### src/rtl/keypad_scan_fifo_if.sv
// Key-event handshake between the keypad scanner (master) and its consumer
// (slave): valid/ready head of the event FIFO plus flush and FIFO status.
interface keypad_scan_fifo_if #(
  parameter int CW    = 4,
  parameter int DEPTH = 4
);
  localparam int NW = $clog2(DEPTH) + 1;

  logic          flush;
  logic          key_valid;
  logic          key_ready;
  logic [CW-1:0] key_code;
  logic [NW-1:0] fifo_count;
  logic          overflow;

  modport master (
    input  flush,
    input  key_ready,
    output key_valid,
    output key_code,
    output fifo_count,
    output overflow
  );

  modport slave (
    output flush,
    output key_ready,
    input  key_valid,
    input  key_code,
    input  fifo_count,
    input  overflow
  );
endinterface

### src/rtl/keypad_scan_fifo.sv
// Matrix keypad scanner: drives active-low columns, samples active-low rows
// once per column slot, debounces whole scan frames (multi-key frames count as
// empty) and queues one event per debounced press in a small FIFO.
// row_i is expected to come from already-synchronised pins.
module keypad_scan_fifo #(
  parameter int NROWS      = 4,
  parameter int NCOLS      = 4,
  parameter int SCAN_TICKS = 100_000,
  parameter int SETTLE     = 10,
  parameter int DEBOUNCE   = 4,
  parameter int DEPTH      = 4,
  parameter int HEX_LEGEND = 1,
  localparam int NKEYS     = NROWS * NCOLS,
  localparam int IW        = (NKEYS > 1) ? $clog2(NKEYS) : 1,
  localparam int CW        = (IW > 4) ? IW : 4
) (
  input  logic                clk,
  input  logic                rst,
  input  logic [NROWS-1:0]    row_i,
  output logic [NCOLS-1:0]    col_o,
  keypad_scan_fifo_if.master  kif,
  output logic                key_held_o,
  output logic [CW-1:0]       held_code_o,
  output logic                multi_press_o
);

  localparam int TW = (SCAN_TICKS > 1) ? $clog2(SCAN_TICKS) : 1;
  localparam int SW = (NCOLS > 1) ? $clog2(NCOLS) : 1;
  localparam int AW = $clog2(DEPTH);
  localparam int NW = AW + 1;
  localparam int DW = $clog2(DEBOUNCE + 1);
  localparam bit USE_LEGEND = (HEX_LEGEND == 1) && (NROWS == 4) && (NCOLS == 4);
  localparam bit DEB_ONE    = (DEBOUNCE == 1);

  localparam logic [TW-1:0] TICK_LAST = TW'(SCAN_TICKS - 1);
  localparam logic [TW-1:0] SETTLE_T  = TW'(SETTLE);
  localparam logic [SW-1:0] COL_LAST  = SW'(NCOLS - 1);
  localparam logic [DW-1:0] DEB_T     = DW'(DEBOUNCE);
  localparam logic [NW-1:0] FULL_N    = NW'(DEPTH);

  typedef enum logic [1:0] {
    ST_IDLE = 2'd0,
    ST_CAND = 2'd1,
    ST_HELD = 2'd2
  } state_e;

  // Active-low one-hot column drive: column c pulls col[NCOLS-1-c] low.
  function automatic logic [NCOLS-1:0] col_decode(input logic [SW-1:0] sel);
    logic [NCOLS-1:0] v;
    v = '1;
    for (int c = 0; c < NCOLS; c++) begin
      if (sel == SW'(c)) begin
        v[NCOLS-1-c] = 1'b0;
      end else begin
        v[NCOLS-1-c] = v[NCOLS-1-c];
      end
    end
    return v;
  endfunction

  // Raw index (c*NROWS + r) to reported code; hex legend only on a 4x4 pad.
  function automatic logic [CW-1:0] key_to_code(input logic [IW-1:0] idx);
    logic [CW-1:0] wide;
    logic [CW-1:0] code;
    wide = CW'(idx);
    if (USE_LEGEND) begin
      case (wide[3:0])
        4'd0:    code = CW'(4'h1);
        4'd1:    code = CW'(4'h4);
        4'd2:    code = CW'(4'h7);
        4'd3:    code = CW'(4'h0);
        4'd4:    code = CW'(4'h2);
        4'd5:    code = CW'(4'h5);
        4'd6:    code = CW'(4'h8);
        4'd7:    code = CW'(4'hF);
        4'd8:    code = CW'(4'h3);
        4'd9:    code = CW'(4'h6);
        4'd10:   code = CW'(4'h9);
        4'd11:   code = CW'(4'hE);
        4'd12:   code = CW'(4'hA);
        4'd13:   code = CW'(4'hB);
        4'd14:   code = CW'(4'hC);
        4'd15:   code = CW'(4'hD);
        default: code = '0;
      endcase
    end else begin
      code = wide;
    end
    return code;
  endfunction

  // ---------------- scan timing ----------------
  logic [TW-1:0]    timer_q, timer_d;
  logic [SW-1:0]    col_sel_q, col_sel_d;
  logic [NCOLS-1:0] col_q;

  // Next slot timer value and column advance on timer wrap.
  always_comb begin
    timer_d   = timer_q;
    col_sel_d = col_sel_q;
    if (timer_q == TICK_LAST) begin
      timer_d = '0;
      if (col_sel_q == COL_LAST) begin
        col_sel_d = '0;
      end else begin
        col_sel_d = col_sel_q + SW'(1);
      end
    end else begin
      timer_d = timer_q + TW'(1);
    end
  end

  // Slot timer, column select and registered column drive move together.
  always_ff @(posedge clk) begin
    if (rst) begin
      timer_q   <= '0;
      col_sel_q <= '0;
      col_q     <= col_decode(SW'(0));
    end else begin
      timer_q   <= timer_d;
      col_sel_q <= col_sel_d;
      col_q     <= col_decode(col_sel_d);
    end
  end

  // ---------------- row sampling and frame accumulation ----------------
  logic          sample_s, frame_end_s, frame_key_s;
  logic [1:0]    slot_cnt_s, base_cnt_s, merged_cnt_s;
  logic [2:0]    sum_s;
  logic [IW-1:0] slot_idx_s, base_idx_s, merged_idx_s;
  logic [CW-1:0] frame_code_s;
  logic [1:0]    acc_cnt_q;
  logic [IW-1:0] acc_idx_q;
  logic          multi_q;

  // Count pressed rows in this column (saturating at 2) and merge into the frame.
  always_comb begin
    slot_cnt_s = 2'd0;
    slot_idx_s = '0;
    for (int r = 0; r < NROWS; r++) begin
      if (!row_i[NROWS-1-r]) begin
        if (slot_cnt_s == 2'd0) begin
          slot_idx_s = IW'(int'(col_sel_q) * NROWS + r);
        end else begin
          slot_idx_s = slot_idx_s;
        end
        if (slot_cnt_s != 2'd2) begin
          slot_cnt_s = slot_cnt_s + 2'd1;
        end else begin
          slot_cnt_s = slot_cnt_s;
        end
      end else begin
        slot_cnt_s = slot_cnt_s;
      end
    end
    sample_s     = (timer_q == SETTLE_T);
    base_cnt_s   = (col_sel_q == '0) ? 2'd0 : acc_cnt_q;
    base_idx_s   = (col_sel_q == '0) ? '0 : acc_idx_q;
    sum_s        = {1'b0, base_cnt_s} + {1'b0, slot_cnt_s};
    merged_cnt_s = (sum_s >= 3'd2) ? 2'd2 : sum_s[1:0];
    merged_idx_s = (base_cnt_s != 2'd0) ? base_idx_s : slot_idx_s;
    frame_end_s  = sample_s && (col_sel_q == COL_LAST);
    frame_key_s  = frame_end_s && (merged_cnt_s == 2'd1);
    frame_code_s = key_to_code(merged_idx_s);
  end

  // Frame accumulator updated at each column's sample point; multi-key pulse at frame end.
  always_ff @(posedge clk) begin
    if (rst) begin
      acc_cnt_q <= 2'd0;
      acc_idx_q <= '0;
      multi_q   <= 1'b0;
    end else begin
      multi_q <= frame_end_s && (merged_cnt_s == 2'd2);
      if (sample_s) begin
        acc_cnt_q <= merged_cnt_s;
        acc_idx_q <= merged_idx_s;
      end else begin
        acc_cnt_q <= acc_cnt_q;
        acc_idx_q <= acc_idx_q;
      end
    end
  end

  // ---------------- debounce FSM ----------------
  state_e        state_q;
  logic [IW-1:0] cand_q;
  logic [DW-1:0] cnt_q;
  logic          push_q, rel_q;
  logic [CW-1:0] push_code_q;

  // Frame-rate debounce: press after DEBOUNCE equal frames, release after DEBOUNCE empty ones.
  always_ff @(posedge clk) begin
    if (rst) begin
      state_q     <= ST_IDLE;
      cand_q      <= '0;
      cnt_q       <= '0;
      push_q      <= 1'b0;
      push_code_q <= '0;
      rel_q       <= 1'b0;
    end else begin
      push_q <= 1'b0;
      rel_q  <= 1'b0;
      if (frame_end_s) begin
        case (state_q)
          ST_IDLE, ST_CAND: begin
            if (frame_key_s && (state_q == ST_CAND) && (merged_idx_s == cand_q)) begin
              if ((cnt_q + DW'(1)) == DEB_T) begin
                push_q      <= 1'b1;
                push_code_q <= frame_code_s;
                cnt_q       <= '0;
                state_q     <= ST_HELD;
              end else begin
                cnt_q <= cnt_q + DW'(1);
              end
            end else if (frame_key_s) begin
              cand_q <= merged_idx_s;
              if (DEB_ONE) begin
                push_q      <= 1'b1;
                push_code_q <= frame_code_s;
                cnt_q       <= '0;
                state_q     <= ST_HELD;
              end else begin
                cnt_q   <= DW'(1);
                state_q <= ST_CAND;
              end
            end else begin
              cnt_q   <= '0;
              state_q <= ST_IDLE;
            end
          end
          ST_HELD: begin
            if (frame_key_s) begin
              cnt_q <= '0;
            end else if ((cnt_q + DW'(1)) == DEB_T) begin
              rel_q   <= 1'b1;
              cnt_q   <= '0;
              state_q <= ST_IDLE;
            end else begin
              cnt_q <= cnt_q + DW'(1);
            end
          end
          default: begin
            cnt_q   <= '0;
            state_q <= ST_IDLE;
          end
        endcase
      end else begin
        state_q <= state_q;
      end
    end
  end

  logic          held_q;
  logic [CW-1:0] held_code_q;

  // Held status follows the push/release strobes so it rises together with key_valid.
  always_ff @(posedge clk) begin
    if (rst) begin
      held_q      <= 1'b0;
      held_code_q <= '0;
    end else if (push_q) begin
      held_q      <= 1'b1;
      held_code_q <= push_code_q;
    end else if (rel_q) begin
      held_q      <= 1'b0;
      held_code_q <= '0;
    end else begin
      held_q      <= held_q;
      held_code_q <= held_code_q;
    end
  end

  // ---------------- event FIFO ----------------
  logic [CW-1:0] mem_q [DEPTH];
  logic [AW-1:0] wr_ptr_q, wr_ptr_d, rd_ptr_q, rd_ptr_d;
  logic [NW-1:0] count_q, count_d;
  logic          overflow_q, overflow_d;
  logic          key_valid_q;
  logic [CW-1:0] key_code_q, head_d;
  logic          pop_s, full_s, wr_s, wr_en_s, drop_s;

  // FIFO next state; flush overrides any same-cycle push or pop.
  always_comb begin
    pop_s      = key_valid_q && kif.key_ready;
    full_s     = (count_q == FULL_N);
    wr_s       = push_q && (!full_s || pop_s);
    drop_s     = push_q && full_s && !pop_s;
    wr_en_s    = 1'b0;
    wr_ptr_d   = wr_ptr_q;
    rd_ptr_d   = rd_ptr_q;
    count_d    = count_q;
    overflow_d = overflow_q;
    if (kif.flush) begin
      wr_ptr_d   = '0;
      rd_ptr_d   = '0;
      count_d    = '0;
      overflow_d = 1'b0;
    end else begin
      wr_en_s    = wr_s;
      wr_ptr_d   = wr_s ? (wr_ptr_q + AW'(1)) : wr_ptr_q;
      rd_ptr_d   = pop_s ? (rd_ptr_q + AW'(1)) : rd_ptr_q;
      count_d    = count_q + NW'(wr_s) - NW'(pop_s);
      overflow_d = overflow_q || drop_s;
    end
    if (count_d == '0) begin
      head_d = '0;
    end else if (wr_en_s && (wr_ptr_q == rd_ptr_d)) begin
      head_d = push_code_q;
    end else begin
      head_d = mem_q[rd_ptr_d];
    end
  end

  // FIFO storage write.
  always_ff @(posedge clk) begin
    if (wr_en_s) begin
      mem_q[wr_ptr_q] <= push_code_q;
    end
  end

  // FIFO pointers, occupancy, sticky overflow and registered head outputs.
  always_ff @(posedge clk) begin
    if (rst) begin
      wr_ptr_q    <= '0;
      rd_ptr_q    <= '0;
      count_q     <= '0;
      overflow_q  <= 1'b0;
      key_valid_q <= 1'b0;
      key_code_q  <= '0;
    end else begin
      wr_ptr_q    <= wr_ptr_d;
      rd_ptr_q    <= rd_ptr_d;
      count_q     <= count_d;
      overflow_q  <= overflow_d;
      key_valid_q <= (count_d != '0);
      key_code_q  <= head_d;
    end
  end

  assign col_o          = col_q;
  assign kif.key_valid  = key_valid_q;
  assign kif.key_code   = key_code_q;
  assign kif.fifo_count = count_q;
  assign kif.overflow   = overflow_q;
  assign key_held_o     = held_q;
  assign held_code_o    = held_code_q;
  assign multi_press_o  = multi_q;

endmodule

### src/flat_wrapper.sv
// flat-port wrapper written by rule: the top's interface ports become plain ports
module keypad_scan_fifo_flat 
#(
  parameter int NROWS      = 4,
  parameter int NCOLS      = 4,
  parameter int SCAN_TICKS = 100_000,
  parameter int SETTLE     = 10,
  parameter int DEBOUNCE   = 4,
  parameter int DEPTH      = 4,
  parameter int HEX_LEGEND = 1,
  localparam int NKEYS     = NROWS * NCOLS,
  localparam int IW        = (NKEYS > 1) ? $clog2(NKEYS) : 1,
  localparam int CW        = (IW > 4) ? IW : 4
)
  (clk, rst, row_i, col_o, key_held_o, held_code_o, multi_press_o, kif_flush, kif_key_ready, kif_key_valid, kif_key_code, kif_fifo_count, kif_overflow);
  keypad_scan_fifo_if #(.CW(4), .DEPTH(DEPTH)) kif_i ();
  input  logic clk;
  input  logic rst;
  input  logic [NROWS-1:0] row_i;
  output logic [NCOLS-1:0] col_o;
  output logic key_held_o;
  output logic [CW-1:0] held_code_o;
  output logic multi_press_o;
  input wire logic [$bits(kif_i.flush)-1:0] kif_flush;
  input wire logic [$bits(kif_i.key_ready)-1:0] kif_key_ready;
  output wire logic [$bits(kif_i.key_valid)-1:0] kif_key_valid;
  output wire logic [$bits(kif_i.key_code)-1:0] kif_key_code;
  output wire logic [$bits(kif_i.fifo_count)-1:0] kif_fifo_count;
  output wire logic [$bits(kif_i.overflow)-1:0] kif_overflow;
  assign kif_i.flush = kif_flush;
  assign kif_i.key_ready = kif_key_ready;
  assign kif_key_valid = kif_i.key_valid;
  assign kif_key_code = kif_i.key_code;
  assign kif_fifo_count = kif_i.fifo_count;
  assign kif_overflow = kif_i.overflow;
  keypad_scan_fifo #(.NROWS(NROWS), .NCOLS(NCOLS), .SCAN_TICKS(SCAN_TICKS), .SETTLE(SETTLE), .DEBOUNCE(DEBOUNCE), .DEPTH(DEPTH), .HEX_LEGEND(HEX_LEGEND)) u_core (.clk(clk), .rst(rst), .row_i(row_i), .col_o(col_o), .kif(kif_i), .key_held_o(key_held_o), .held_code_o(held_code_o), .multi_press_o(multi_press_o));
endmodule
### config.mk
export PLATFORM = sky130hd
export DESIGN_NAME = keypad_scan_fifo_flat
export DESIGN_NICKNAME = d
export VERILOG_FILES = /design/src/rtl/keypad_scan_fifo_if.sv /design/src/rtl/keypad_scan_fifo.sv /design/src/flat_wrapper.sv
export SDC_FILE = /design/constraint.sdc
export NUM_CORES = 1
export LEC_CHECK = 0
export BUFFER_PORTS_ARGS = -buffer_cell sky130_fd_sc_hd__buf_2
export CAP_MARGIN = 25
export CORE_ASPECT_RATIO = 2
export CORE_UTILIZATION = 30
export CTS_CLUSTER_DIAMETER = 120
export DETAILED_ROUTE_END_ITERATION = 6
export PLACE_DENSITY_LB_ADDON = 0.12
export SLEW_MARGIN = 0
export SYNTH_ARGS = -nofsm -noshare
export SYNTH_HDL_FRONTEND = slang
export SYNTH_SLANG_ARGS = --single-unit
### constraint.sdc
create_clock -name clk -period 3.6 [get_ports clk]
set_input_delay 0.36 -clock clk [delete_from_list [all_inputs] [get_ports clk]]
set_output_delay 0.36 -clock clk [all_outputs]
set_load 0.01 [all_outputs]
==> impl_metrics.toml <==
[run_status]
outcome = "complete, no violations"

[global_route]
overflow = 0
grt_max_degree = 35
antenna_found_initial = 0
grt_pass1_vias = 3232
grt_pass1_wl_um = 16400
grt_use_total_pct = 15.3

[place]
dpl-instance-area_mm2 = 0.00438
gp_congestion = 0.817
dpl.cell_count = 600
dp_hpwl_um = 7930
post-place-ws_ns = 0.268
io_buffers = 26

[cts]
cts_tree = "built"
cts_resized = 0
cts_sinks = 79
cts.path.max_buffers = 2
cts.clk_slew.worst_paths_ns = 0.07
numCtsBuffers = 9
cts-root-buf = "clkbuf_16"
h-tree-depth = 3
hold_buffers = 0
postCtsSetupRepairBufs = 0
clock_latency_ns = 0.34

[setup_path]
crit_fanout = 11
rr_startpoint = "u_core.col_sel_q[0]"
cp.required_ns = 3.83
crit_path_start = "u_core.col_sel_q[0]"
start_kind = "flip-flop"
crit_type = "reg2reg"
r2r_slack_ns = 0.48
arrival_ns = 3.34
r2r_end = "u_core.push_code_q[0]"
r2r_cells = 12
critPathCaptureType = "flip-flop"

[timing]
rsz0062_at_grt = "false"
period_needed_ns = 3.12
tns_ns = 0
finalSetupViolations = 0
slew_violations = 0
slew_headroom_pct = 53.7
holdWs_ns = 0.363
worst_pin_slew_ns = 0.678
max_freq_mhz = 321
period_share_pct = 86.6
hold_violations = 0
skew_ns = 0.00622
setup_slack_ns = 0.484

[logic_synthesis]
synth_top_area_cell = "dfxtp_1"
syn_area_per_cell_um2 = 9.53
synth_nets = 462
synth_cell_types = 66
synthTopCellsByArea = "dfxtp_1 31%, edfxtp_1 12%, ha_1 6.4%, nor2_1 5.0%, a21oi_1 3.3%"
ys_ff_latch = 79
synth_flop_cell = "dfxtp_1"
synth_seq_area_share_pct = 42.4
synth_edf_count = 16
mappedNetlistArea_mm2 = 0.00411
postSynth.asyncResetShare_pct = 0
synthesis.instances = 431
yosysWarnings = 0
yosysTopAreaCellShare_pct = 30.7

[floorplanning]
ioPinCount = 27
rows = 60
die_h_um = 167
core_area_mm2 = 0.0134
dieWidth_um = 84.7
die-area_mm2 = 0.0142
initial_core_util_pct = 30.6

[cells_and_area]
final_cells = 617
layout-drive-gt1-share_pct = 14.3
antennaDiodeCount = 0
syn2layout_area_growth_pct = 14.7
nNetsFinal = 488
final_core_util_pct = 35.1
postLayoutCellArea_mm2 = 0.00471

[route]
wirelength_um = 10200
drt_iter0_drc = 110
via_per_inst = 5.07
firstDrtPassIters = 6
drc = 0
ant_nets = 0
via_count = 3128
wl_per_cell_um = 16.5

[worst_hold_path]
min_path_cells = 2
worstHoldStart = "kif_flush"
min_to = "u_core.wr_ptr_q[1]"
hold_class = "in2reg"

[power_and_ir_drop]
power.density_mw_per_mm2 = 424
ir_drop_v = 0.000210
power.total_mw = 2.00
p_leak_nw = 1.88

[run]
cap_violations = 0
per-layer routing:
| layer | track usage (%) | share of wire, % | wire length (um) | vias up |
|---|---|---|---|---|
| met5 | 0 | 0 | 0 | - |
| met4 | 7.44 | 3.2 | 322 | 0 |
| met3 | 2.66 | 1.8 | 181 | 16 |
| met2 | 31.9 | 61 | 6220 | 32 |
| met1 | 13.2 | 34 | 3430 | 1504 |
| li1 | - | - | - | 1576 |
cells in the mapped netlist (3+ instances only):
master	n
a21oi_1	27
mux4_2	5
and3_1	13
nor4_1	3
buf_2	4
inv_1	20
edfxtp_1	16
nand4_1	5
a211oi_1	6
nor2b_1	5
ha_1	21
nor2_1	55
xnor2_1	10
xor2_1	13
nor3b_1	7
nand2b_1	3
and2_1	11
clkbuf_1	7
nand3_1	12
o21ai_0	6
nor3_1	15
dfxtp_1	63
mux2i_1	13
or3_1	3
nand2_1	32
buf_4	3
worst max-delay path, cell delays in order, from the launching register on:
cell       delay (ns)
dfxtp_1          0.52
inv_1            0.09
ha_1             0.29
o21bai_1         0.27
buf_4            0.22
nor2_1           0.11
a21o_1           0.25
inv_1            0.11
ha_1             0.22
a2111oi_0        0.55
a211oi_1         0.11
o21ai_0          0.19
mux2i_1          0.09
state kept, by name, summed over array words and instances (netlist names), 2 cells and up:
name,flops
u_core.rd_ptr_q,2
u_core.cnt_q,3
u_core.acc_cnt_q,2
u_core.acc_idx_q,4
u_core.held_code_o,4
u_core.state_q,2
u_core.kif.fifo_count,3
u_core.cand_q,4
u_core.timer_q,17
u_core.wr_ptr_q,2
u_core.col_sel_q,2
u_core.kif.key_code,4
u_core.push_code_q,4
u_core.mem_q,16
u_core.col_o,4
worst max-delay path by stage:
stage | to | slack [ns] | cells after the start
CTS | u_core.push_code_q[0] | 0.35 | 10
detailed placement | u_core.push_code_q[1] | 0.27 | 14
floorplan | u_core.push_code_q[2] | 0.62 | 12
global route | u_core.push_code_q[0] | 0.21 | 12
global placement | u_core.push_code_q[0] | 0.36 | 14
finish | u_core.push_code_q[0] | 0.48 | 12
where the power goes:
part           switching, mW  internal, mW  leakage (nW)  total, mW
clock                  0.392         0.619         0.163       1.01
sequential           0.00307         0.901         0.694      0.904
combinational         0.0546        0.0277          1.03     0.0824
total                  0.450          1.55          1.88       2.00
layout by cell type (no fill, tap or decap), types with 6 or more instances in the layout:
cell type,n
inv_1,20
o21ai_0,6
ha_1,21
nor3_1,15
buf_4,7
nor3b_1,7
buf_2,26
clkbuf_16,9
edfxtp_1,16
xnor2_1,10
mux2i_1,13
a21oi_1,27
nand3_1,12
nand2_1,32
nor2_1,55
xor2_1,13
and3_1,13
a211oi_1,6
and2_1,11
dfxtp_1,63
kinds of logic (layout without fill, tap and decap cells):
| group | count (synthesis) | after routing | share of synthesized area (%) |
|---|---|---|---|
| xor+xnor | 23 | 23 | 4.90 |
| mux | 18 | 18 | 5.91 |
| flops | 79 | 79 | 42.4 |
| compound gates | 67 | 67 | 11.3 |
| buf+inv | 38 | 69 | 4.23 |
| fa+ha+maj | 23 | 23 | 7.37 |
| simple gates | 183 | 183 | 23.9 |
final cells by class:
cell class | count | area, um^2
clock buffer | 9 | 225
clock inverter | 7 | 103
fill | 1392 | 8720
inverter | 20 | 75.1
multi-input combinational | 314 | 2190
sequential | 79 | 1740
tap | 155 | 194
timing repair buffer | 33 | 183
No activity file was read; power rests on OpenSTA's default activity.
